**config.mk**
```make
export PLATFORM = sky130hd
export DESIGN_NAME = ex_muldiv_flat
export DESIGN_NICKNAME = d
export VERILOG_FILES = /design/src/rtl/ex_muldiv_if.sv /design/src/rtl/ex_muldiv.sv /design/src/flat_wrapper.sv
export SDC_FILE = /design/constraint.sdc
export NUM_CORES = 1
export LEC_CHECK = 0
export BUFFER_PORTS_ARGS = -buffer_cell sky130_fd_sc_hd__buf_2
export CORE_ASPECT_RATIO = 0.5
export CORE_MARGIN = 8
export CORE_UTILIZATION = 25
export CTS_BUF_LIST = sky130_fd_sc_hd__clkbuf_8
export CTS_CLUSTER_DIAMETER = 80
export DETAILED_ROUTE_END_ITERATION = 10
export PLACE_DENSITY = 0.52
export SYNTH_ARGS = -nofsm -noshare
export SYNTH_HDL_FRONTEND = slang
export SYNTH_SLANG_ARGS = --single-unit
```
**constraint.sdc**
```tcl
create_clock -name clk -period 5.2 [get_ports clk]
set_clock_uncertainty 0.05 [all_clocks]
set_input_delay 0.52 -clock clk [delete_from_list [all_inputs] [get_ports clk]]
set_output_delay 0.52 -clock clk [all_outputs]
set_load 0.01 [all_outputs]
```
**src/rtl/ex_muldiv_if.sv**
```systemverilog
// Start/busy/done handshake and operand bundle for the
// iterative RV32M multiply/divide unit.
interface ex_muldiv_if #(
   parameter int XLEN = 32
);
   logic            start_i;
   logic [2:0]      op_i;
   logic [XLEN-1:0] reg1_i;
   logic [XLEN-1:0] reg2_i;
   logic [4:0]      wd_i;
   logic            wreg_i;
   logic            flush_i;
   logic            busy_o;
   logic            done_o;
   logic [XLEN-1:0] result_o;
   logic [4:0]      wd_o;
   logic            wreg_o;

   modport master (
      output start_i, op_i, reg1_i, reg2_i,
      output wd_i, wreg_i, flush_i,
      input  busy_o, done_o, result_o,
      input  wd_o, wreg_o
   );

   modport slave (
      input  start_i, op_i, reg1_i, reg2_i,
      input  wd_i, wreg_i, flush_i,
      output busy_o, done_o, result_o,
      output wd_o, wreg_o
   );
endinterface

```
**src/rtl/ex_muldiv.sv**
```systemverilog
// Iterative RV32M multiply/divide: one bit per cycle,
// shift-add multiply, restoring divide, one-cycle fast path.
module ex_muldiv #(
   parameter  int XLEN = 32,
   localparam int CNTW = $clog2(XLEN) + 1
) (
   input logic        clk,
   input logic        rst,
   ex_muldiv_if.slave bus
);
   typedef enum logic [1:0] {
      IDLE,
      CALC,
      FIX,
      DONE
   } state_t;

   localparam logic [2:0] OP_MUL    = 3'b000;
   localparam logic [2:0] OP_MULH   = 3'b001;
   localparam logic [2:0] OP_MULHSU = 3'b010;
   localparam logic [2:0] OP_DIV    = 3'b100;
   localparam logic [2:0] OP_REM    = 3'b110;

   localparam logic [XLEN-1:0] MIN_NEG =
      {1'b1, {(XLEN-1){1'b0}}};

   state_t            r_state;
   state_t            w_next;
   logic [2:0]        r_op;
   logic              r_nega;
   logic              r_negb;
   logic [XLEN-1:0]   r_hi;
   logic [XLEN-1:0]   r_lo;
   logic [XLEN-1:0]   r_opd;
   logic [CNTW-1:0]   r_cnt;
   logic [XLEN-1:0]   r_result;
   logic [4:0]        r_wd_q;
   logic [4:0]        r_wd;
   logic              r_wreg_q;
   logic              r_wreg;

   logic              w_accept;
   logic              w_div;
   logic              w_nega;
   logic              w_negb;
   logic [XLEN-1:0]   w_absa;
   logic [XLEN-1:0]   w_absb;
   logic              w_dz;
   logic              w_ovf;
   logic              w_fast;
   logic [XLEN-1:0]   w_fast_res;
   logic [XLEN:0]     w_msum;
   logic [XLEN:0]     w_shl;
   logic [XLEN:0]     w_diff;
   logic              w_borrow;
   logic [2*XLEN-1:0] w_prod;
   logic [2*XLEN-1:0] w_sprod;
   logic [XLEN-1:0]   w_quot;
   logic [XLEN-1:0]   w_rem;
   logic [XLEN-1:0]   w_fix_res;

   assign w_accept = bus.start_i & ~bus.flush_i &
                     ((r_state == IDLE) |
                      (r_state == DONE));
   assign w_div    = bus.op_i[2];

   assign w_nega = bus.reg1_i[XLEN-1] &
                   ((bus.op_i == OP_MULH) |
                    (bus.op_i == OP_MULHSU) |
                    (bus.op_i == OP_DIV) |
                    (bus.op_i == OP_REM));
   assign w_negb = bus.reg2_i[XLEN-1] &
                   ((bus.op_i == OP_MULH) |
                    (bus.op_i == OP_DIV) |
                    (bus.op_i == OP_REM));

   assign w_absa = w_nega ? -bus.reg1_i : bus.reg1_i;
   assign w_absb = w_negb ? -bus.reg2_i : bus.reg2_i;

   // Divide-by-zero and MIN/-1 never enter the iterative loop
   assign w_dz   = w_div & (bus.reg2_i == '0);
   assign w_ovf  = ((bus.op_i == OP_DIV) |
                    (bus.op_i == OP_REM)) &
                   (bus.reg1_i == MIN_NEG) &
                   (bus.reg2_i == '1);
   assign w_fast = w_dz | w_ovf;

   always_comb begin
      w_fast_res = '0;
      if (bus.op_i[1]) begin
         w_fast_res = w_dz ? bus.reg1_i : '0;
      end else begin
         w_fast_res = w_dz ? '1 : bus.reg1_i;
      end
   end

   assign w_msum = {1'b0, r_hi} +
                   (r_lo[0] ? {1'b0, r_opd} : '0);

   assign w_shl    = {r_hi, r_lo[XLEN-1]};
   assign w_diff   = w_shl - {1'b0, r_opd};
   assign w_borrow = w_diff[XLEN];

   assign w_prod  = {r_hi, r_lo};
   assign w_sprod = (r_nega ^ r_negb) ? -w_prod : w_prod;
   assign w_quot  = (r_nega ^ r_negb) ? -r_lo : r_lo;
   assign w_rem   = r_nega ? -r_hi : r_hi;

   always_comb begin
      w_fix_res = w_rem;
      unique case (1'b1)
         (r_op == OP_MUL):
            w_fix_res = w_sprod[XLEN-1:0];
         (!r_op[2] && r_op != OP_MUL):
            w_fix_res = w_sprod[2*XLEN-1:XLEN];
         (r_op[2] && !r_op[1]):
            w_fix_res = w_quot;
         (r_op[2] && r_op[1]):
            w_fix_res = w_rem;
         default:
            w_fix_res = w_rem;
      endcase
   end

   always_ff @(posedge clk or negedge rst) begin
      if (!rst) begin
         r_state <= IDLE;
      end else begin
         r_state <= w_next;
      end
   end

   always_comb begin
      w_next = r_state;
      unique case (r_state)
         IDLE, DONE: begin
            if (w_accept) begin
               w_next = w_fast ? DONE : CALC;
            end else begin
               w_next = IDLE;
            end
         end
         CALC: begin
            if (r_cnt == CNTW'(1)) begin
               w_next = FIX;
            end
         end
         FIX:     w_next = DONE;
         default: w_next = IDLE;
      endcase
      if (bus.flush_i) begin
         w_next = IDLE;
      end
   end

   always_ff @(posedge clk or negedge rst) begin
      if (!rst) begin
         r_op     <= '0;
         r_nega   <= 1'b0;
         r_negb   <= 1'b0;
         r_hi     <= '0;
         r_lo     <= '0;
         r_opd    <= '0;
         r_cnt    <= '0;
         r_result <= '0;
         r_wd_q   <= '0;
         r_wd     <= '0;
         r_wreg_q <= 1'b0;
         r_wreg   <= 1'b0;
      end else begin
         if (w_accept) begin
            r_op     <= bus.op_i;
            r_nega   <= w_nega;
            r_negb   <= w_negb;
            r_wd_q   <= bus.wd_i;
            r_wreg_q <= bus.wreg_i;
            r_cnt    <= CNTW'(XLEN);
            r_hi     <= '0;
            // lo holds the bits consumed per cycle
            r_lo     <= w_div ? w_absa : w_absb;
            r_opd    <= w_div ? w_absb : w_absa;
            if (w_fast) begin
               r_result <= w_fast_res;
               r_wd     <= bus.wd_i;
               r_wreg   <= bus.wreg_i;
            end
         end else if (r_state == CALC) begin
            if (r_op[2]) begin
               r_hi <= w_borrow ? w_shl[XLEN-1:0]
                                : w_diff[XLEN-1:0];
               r_lo <= {r_lo[XLEN-2:0], ~w_borrow};
            end else begin
               r_hi <= w_msum[XLEN:1];
               r_lo <= {w_msum[0], r_lo[XLEN-1:1]};
            end
            r_cnt <= r_cnt - CNTW'(1);
         end else if (r_state == FIX && !bus.flush_i) begin
            r_result <= w_fix_res;
            r_wd     <= r_wd_q;
            r_wreg   <= r_wreg_q;
         end
         if (bus.flush_i && r_state != IDLE) begin
            r_wreg <= 1'b0;
         end
      end
   end

   assign bus.busy_o   = (r_state == CALC) |
                         (r_state == FIX);
   assign bus.done_o   = (r_state == DONE) & ~bus.flush_i;
   assign bus.result_o = r_result;
   assign bus.wd_o     = r_wd;
   assign bus.wreg_o   = r_wreg;
endmodule
```
**src/flat_wrapper.sv**
```systemverilog
// flat-port wrapper written by rule: the top's interface ports become plain ports
module ex_muldiv_flat 
#(
   parameter  int XLEN = 32,
   localparam int CNTW = $clog2(XLEN) + 1
)
  (clk, rst, bus_start_i, bus_op_i, bus_reg1_i, bus_reg2_i, bus_wd_i, bus_wreg_i, bus_flush_i, bus_busy_o, bus_done_o, bus_result_o, bus_wd_o, bus_wreg_o);
  ex_muldiv_if #(.XLEN(XLEN)) bus_i ();
  input logic clk;
  input logic rst;
  input wire logic [$bits(bus_i.start_i)-1:0] bus_start_i;
  input wire logic [$bits(bus_i.op_i)-1:0] bus_op_i;
  input wire logic [$bits(bus_i.reg1_i)-1:0] bus_reg1_i;
  input wire logic [$bits(bus_i.reg2_i)-1:0] bus_reg2_i;
  input wire logic [$bits(bus_i.wd_i)-1:0] bus_wd_i;
  input wire logic [$bits(bus_i.wreg_i)-1:0] bus_wreg_i;
  input wire logic [$bits(bus_i.flush_i)-1:0] bus_flush_i;
  output wire logic [$bits(bus_i.busy_o)-1:0] bus_busy_o;
  output wire logic [$bits(bus_i.done_o)-1:0] bus_done_o;
  output wire logic [$bits(bus_i.result_o)-1:0] bus_result_o;
  output wire logic [$bits(bus_i.wd_o)-1:0] bus_wd_o;
  output wire logic [$bits(bus_i.wreg_o)-1:0] bus_wreg_o;
  assign bus_i.start_i = bus_start_i;
  assign bus_i.op_i = bus_op_i;
  assign bus_i.reg1_i = bus_reg1_i;
  assign bus_i.reg2_i = bus_reg2_i;
  assign bus_i.wd_i = bus_wd_i;
  assign bus_i.wreg_i = bus_wreg_i;
  assign bus_i.flush_i = bus_flush_i;
  assign bus_busy_o = bus_i.busy_o;
  assign bus_done_o = bus_i.done_o;
  assign bus_result_o = bus_i.result_o;
  assign bus_wd_o = bus_i.wd_o;
  assign bus_wreg_o = bus_i.wreg_o;
  ex_muldiv #(.XLEN(XLEN)) u_core (.clk(clk), .rst(rst), .bus(bus_i));
endmodule
```
## Word-level counts from Yosys, hierarchy flattened

Index checks and enable logic that the tools add are counted.

- Add/sub/neg operators: 8
- Multipliers: 0
- Div/mod/pow operators: 0
- $lt $le $gt $ge: 0
- Equality and inequality tests: 15
- Shift-type cells: 0
- Muxes and demuxes: 39
- Bitwise operators: 20
- Reductions and logical operators: 18

Operator list:

| operator | count |
|---|---|
| 2-to-1 mux 32 bit | 21 |
| negator 32 bit | 4 |
| one-hot mux 32 bit (3 select lines) | 1 |
| == test 32 bit, second input constant | 2 |
| 2-to-1 mux 64 bit | 1 |
| negator 64 bit | 1 |
| adder 32 x 33 -> 33 bit | 1 |
| subtractor 33 x 32 -> 33 bit | 1 |
| zero test 32 bit | 1 |
| 2-to-1 mux 5 bit | 4 |
| 2-to-1 mux 6 bit | 2 |
| bitwise OR 1 bit | 9 |
| bitwise AND 1 bit | 8 |
| 2-to-1 mux 2 bit | 4 |
| == test 3 bit, second input constant | 2 |
| == test 6 x 1 -> 1 bit, second input constant | 1 |
| one-hot mux 2 bit (3 select lines) | 1 |
| AND reduction 3 bit | 2 |
| nonzero test 2 bit | 3 |
| nonzero test 3 bit | 2 |
| subtractor 6 x 1 -> 6 bit, second input constant | 1 |
| 2-to-1 mux 1 bit | 5 |
| == test 2 bit, second input constant | 2 |
| logical AND 1 bit | 4 |
| 14 further kinds | 17 |

- Register bits after elaboration: 153
- Bits in latches: 0
- Bits in writable memories: 0
- ROM bits: 0
- Input port bits: 77
- Word-level logic and storage cells: 113
- Memories: 0

## Depth between registers and ports, before layout

- Depth in word-level cells: 9
- Mapped depth: 15

## Worst setup path after synthesis

No wires, ideal clock.

- Kind: flip-flop to flip-flop
- Start point: reg u_core.r_lo[0]
- End point: reg u_core.r_hi[24]
- Library setup time: 0.148 ns
- Arrival time: 3.273 ns
- Required time: 5.002 ns
- Slack: 1.729 ns
- Cell stages (with the launch flop): 15
- Clock period less this slack: 3.471 ns
- Cells stage by stage: dfrtp_1 > inv_1 > clkbuf_1 > nor2_1 > ha_1 > a21o_1 > a21o_1 > a31o_2 > a2111oi_0 > a21oi_1 > a31o_2 > a21oi_1 > mux2i_1 > o311ai_0 > o221ai_1

- Longest elaborated chain between the ends: 5

Ends and longest elaborated chain:

| element | RTL line | RTL |
|---|---|---|
| start: declaration | ex_muldiv.sv:33 | `logic [XLEN-1:0] r_lo;` |
| start signal: assignment | ex_muldiv.sv:180 | `r_lo <= w_div ? w_absa : w_absb;` |
| start signal: assignment | ex_muldiv.sv:191 | `r_lo <= {r_lo[XLEN-2:0], ~w_borrow};` |
| start signal: assignment | ex_muldiv.sv:194 | `r_lo <= {w_msum[0], r_lo[XLEN-1:1]};` |
| 2-to-1 mux 32 bit | ex_muldiv.sv:98 | `(r_lo[0] ? {1'b0, r_opd} : '0);` |
| adder 32 x 33 -> 33 bit | ex_muldiv.sv:97 | `assign w_msum = {1'b0, r_hi} +` |
| 2-to-1 mux 32 bit | ex_muldiv.sv:188 | `if (r_op[2]) begin` |
| 2-to-1 mux 32 bit | ex_muldiv.sv:187 | `end else if (r_state == CALC) begin` |
| 2-to-1 mux 32 bit | ex_muldiv.sv:171 | `if (w_accept) begin` |
| end signal: assignment | ex_muldiv.sv:189 | `r_hi <= w_borrow ? w_shl[XLEN-1:0]` |
| end signal: assignment | ex_muldiv.sv:193 | `r_hi <= w_msum[XLEN:1];` |
| end: declaration | ex_muldiv.sv:32 | `logic [XLEN-1:0] r_hi;` |

No other way between the ends. The select of a mux whose other input is x is not followed.
A chain may end at the register's enable or synchronous reset.

## Final worst setup path

- Start point: reg u_core.r_lo[31]
- End point: reg u_core.r_hi[22]

- Longest elaborated chain between the ends: 5

Ends and longest elaborated chain:

| element | RTL line | RTL |
|---|---|---|
| subtractor 33 x 32 -> 33 bit | ex_muldiv.sv:101 | `assign w_diff = w_shl - {1'b0, r_opd};` |
| 2-to-1 mux 32 bit | ex_muldiv.sv:189 |  |
| 2-to-1 mux 32 bit | ex_muldiv.sv:188 |  |
| 2-to-1 mux 32 bit | ex_muldiv.sv:187 |  |
| 2-to-1 mux 32 bit | ex_muldiv.sv:171 |  |

No other way between the ends. The select of a mux whose other input is x is not followed.

==> reports/results.ini <==
[status]
status = complete, no violations

[drt]
postRouteAntennaNets = 0
vias = 16000
drc = 0
dr.first_iter.drc_count = 1631
wirelength_um = 64100
wl_per_cell_um = 21.8
firstDrtPassIters = 8
via_per_inst = 5.42

[timing]
slew_violations = 0
finalCritPeriodShare_pct = 78.7
setup_viol = 0
fin_crit_ps = 4090
rsz0062_at_grt = no
hold_viol = 0
maxSlewHeadroom_pct = 29.1
tightest_slew_ps = 1060
timing.setup.tns_ps = 0
max_freq_ghz = 0.244

[worst_setup_path]
required_ps = 5520
end_kind = register
crit_type = reg -> reg
r2r_end = u_core.r_hi[22]$_DFFE_PN0P_
worstReg2RegStart = u_core.r_lo[31]$_DFFE_PN0P_
crit_fanout = 23
crit_chain = inv_1, ha_1, fa_1, nor2b_1, o31a_1, o21ai_1, o21ai_0, a31oi_1, xnor2_4, buf_4, mux2_2, a21oi_1, a21oi_1
arrival_ps = 4420
worst_r2r_path_depth = 13
cpPeakStageDelay_ps = 470
cp-start-kind = register
worst_path_max_delay_cell = dfrtp_1
reg2reg_slack_ps = 1110
cp_common_cell = a21oi_1

[synthesis]
synth-async-reset-ratio_pct = 100
synth_flop_cell = dfrtp_1
synth_cell_types = 86
syn_area_um2 = 15600
synth_cells = 2076
yosysSeqAreaShare_pct = 24.6
syn_nets = 2230
syn_area_per_cell_um2 = 7.50
synth_edf_count = 0
yosys_warnings = 0
synth.ff_latch_count = 153

[power]
leakage_uw = 0.00724
vdd_drop_max_v = 0.000280
powerDensity_nw_per_um2 = 722
power_uw = 12600

[floorplanning]
num_rows = 64
ios = 117
die-area_um2 = 71000
core_area_um2 = 61300
initial_core_util_pct = 25.4
die_w_um = 369
dieHeight_um = 192

[global_routing]
grt_pass1_vias = 15000
antenna_found_initial = 7
grt-ovfl-total = 0
track_usage_pct = 17.5
grt_pass1_wl_um = 96100
grt_max_degree = 86

[cts]
cts_tree = yes
clockBufferDepth = 2
h-tree-depth = 4
clk_latency_ps = 520
clk_pin_slew_ps = 100
numCtsBuffers = 17
root_buffer = clkbuf_8
cts.sinks = 153
cts_setup_buffers = 0

[min_path]
hp-start = bus_wd_i[0]
hold_end = u_core.r_wd_q[0]$_DFFE_PN0P_
hp-class = in -> reg
holdPathStages = 3

[final_layout]
drive_gt1_share_pct = 11.0
fin_nets = 2259
synthToLayoutAreaGrowth_pct = 11.8

[job]
max_cap_viol_count = 0

[placed_design]
globalplace.congestion = 0.935
hpwl_um = 50000
port_buffers = 116

[per-stage QoR]
step	cells	setup slack [ps]	cell area (um^2)	util, %	hold WS, ps
after CTS	2943	1140	17400	28.4	119
after detailed placement	2910	1180	17000	27.6	415
after global routing	2946	768	17400	28.4	123
final	2946	1110	17400	28.4	156
after floorplan	2076	1730	15600	-	174
after global placement	2910	1260	17000	27.6	404
[cell type report]
type,count,area (um^2)
Clock inverter,9,111
Antenna cell,3,7.51
Sequential cell,153,3830
Fill cell,6779,43900
Multi-Input combinational cell,1714,11000
Clock buffer,23,317
Timing Repair Buffer,150,872
Inverter,69,259
Tap cell,825,1030
[critical path, delay by kind of cell, from the launching register on]
| kind | cells | cell delay, ps |
|---|---|---|
| AOI/OAI and AO/OA | 6 | 1300 |
| muxes | 1 | 360 |
| xor gates and xnor gates | 1 | 470 |
| buffers and inverters | 2 | 460 |
| adders and majority gates | 2 | 660 |
| and+or+nand+nor | 1 | 160 |
| DFF | 1 | 470 |
[Yosys cell counts, types with 6 or more instances]
cell	instances	area share [%]
o21ai_0	209	6.7
buf_2	10	0.32
o21a_1	15	0.72
ha_1	75	6.0
xor2_1	77	4.3
nand3_1	19	0.61
o22ai_1	13	0.52
or2_2	6	0.24
o211ai_1	51	2.5
a22oi_1	13	0.63
nor2b_1	12	0.48
clkbuf_1	115	2.8
or3_1	19	0.76
nor4_1	18	0.72
and2_1	13	0.52
o221ai_1	6	0.34
a41oi_1	6	0.34
o21ai_1	7	0.22
mux2i_1	58	3.7
o41ai_1	12	0.67
nor2_1	227	5.5
mux2_2	6	0.43
or4_1	6	0.29
inv_1	68	1.6
o21bai_1	11	0.53
maj3_1	25	1.6
nand2_1	238	5.7
dfrtp_1	153	25
nand4_1	20	0.80
a211oi_1	26	1.3
buf_1	11	0.27
a21oi_1	173	5.6
nor3_1	37	1.2
a31oi_1	33	1.3
o31ai_1	23	1.1
nand2b_1	10	0.40
a31o_2	6	0.34
xnor2_1	105	5.9
a21o_1	42	2.0
[worst max path at each step]
| stage | startpoint | to | slack (ps) | cells past startpoint |
|---|---|---|---|---|
| 4_1_cts | u_core.r_lo[31]$_DFFE_PN0P_ | u_core.r_hi[22]$_DFFE_PN0P_ | 1140 | 13 |
| 3_3_place_gp | u_core.r_lo[31]$_DFFE_PN0P_ | u_core.r_hi[22]$_DFFE_PN0P_ | 1260 | 13 |
| 6_report | u_core.r_lo[31]$_DFFE_PN0P_ | u_core.r_hi[22]$_DFFE_PN0P_ | 1110 | 13 |
| 5_1_grt | u_core.r_lo[31]$_DFFE_PN0P_ | u_core.r_hi[22]$_DFFE_PN0P_ | 770 | 13 |
| 3_5_place_dp | u_core.r_lo[31]$_DFFE_PN0P_ | u_core.r_hi[22]$_DFFE_PN0P_ | 1180 | 13 |
| 2_1_floorplan | u_core.r_lo[0]$_DFFE_PN0P_ | u_core.r_hi[24]$_DFFE_PN0P_ | 1730 | 14 |
[cell families after synthesis]
group                      synth area share, %
DFF                                       24.6
buffers and inverters                     5.21
xor gates and xnor gates                  10.3
muxes                                     4.16
AOI/OAI and AO/OA                         28.2
and+or+nand+nor                           19.6
adders and majority gates                 7.89
[report_power, final]
part	internal, uW	total [uW]	switching [uW]
clock	504	1030	523
combinational	3390	8920	5530
sequential	1750	2620	876
[placed cells by master (no fill, tap or decap), drive strengths merged, types with 15 or more instances in the layout]
cell type	n
nand2	240
nor2	227
o21ai	216
a21oi	175
dfrtp	153
buf	149
xnor2	106
xor2	77
ha	75
inv	70
mux2i	58
o211ai	51
a21o	42
nor3	41
a31oi	33
a211oi	26
maj3	25
o31ai	23
clkbuf	23
nand4	20
nor4	20
or3	19
nand3	19
o41ai	16
o21a	15
[layer usage]
metal  share of wire [%]  vias to the layer above  global-route usage, %
li1                    -                     7541                      -
met4                 3.1                        6                   5.72
met1                  44                     7739                   24.1
met5               0.045                        -                      0
met3                 7.1                       88                   2.49
met2                  45                      592                   28.2
[registers in the layout, indices dropped and copies added, names as in the netlist]
name / count
u_core.bus.result_o: 32
u_core.bus.wd_o: 5
u_core.bus.wreg_o: 1
u_core.r_cnt: 6
u_core.r_hi: 32
u_core.r_lo: 32
u_core.r_nega: 1
u_core.r_negb: 1
u_core.r_op: 3
u_core.r_opd: 32
u_core.r_state: 2
u_core.r_wd_q: 5
u_core.r_wreg_q: 1
[timing repair]
| item | 4_1_cts | 5_1_grt |
|---|---|---|
| endpoints found under the hold margin | 7 | 0 |
| gates resized for setup | 0 | 0 |
| hold buffers | 1 | 0 |
Note: power is estimated with default switching activity, not from simulation.
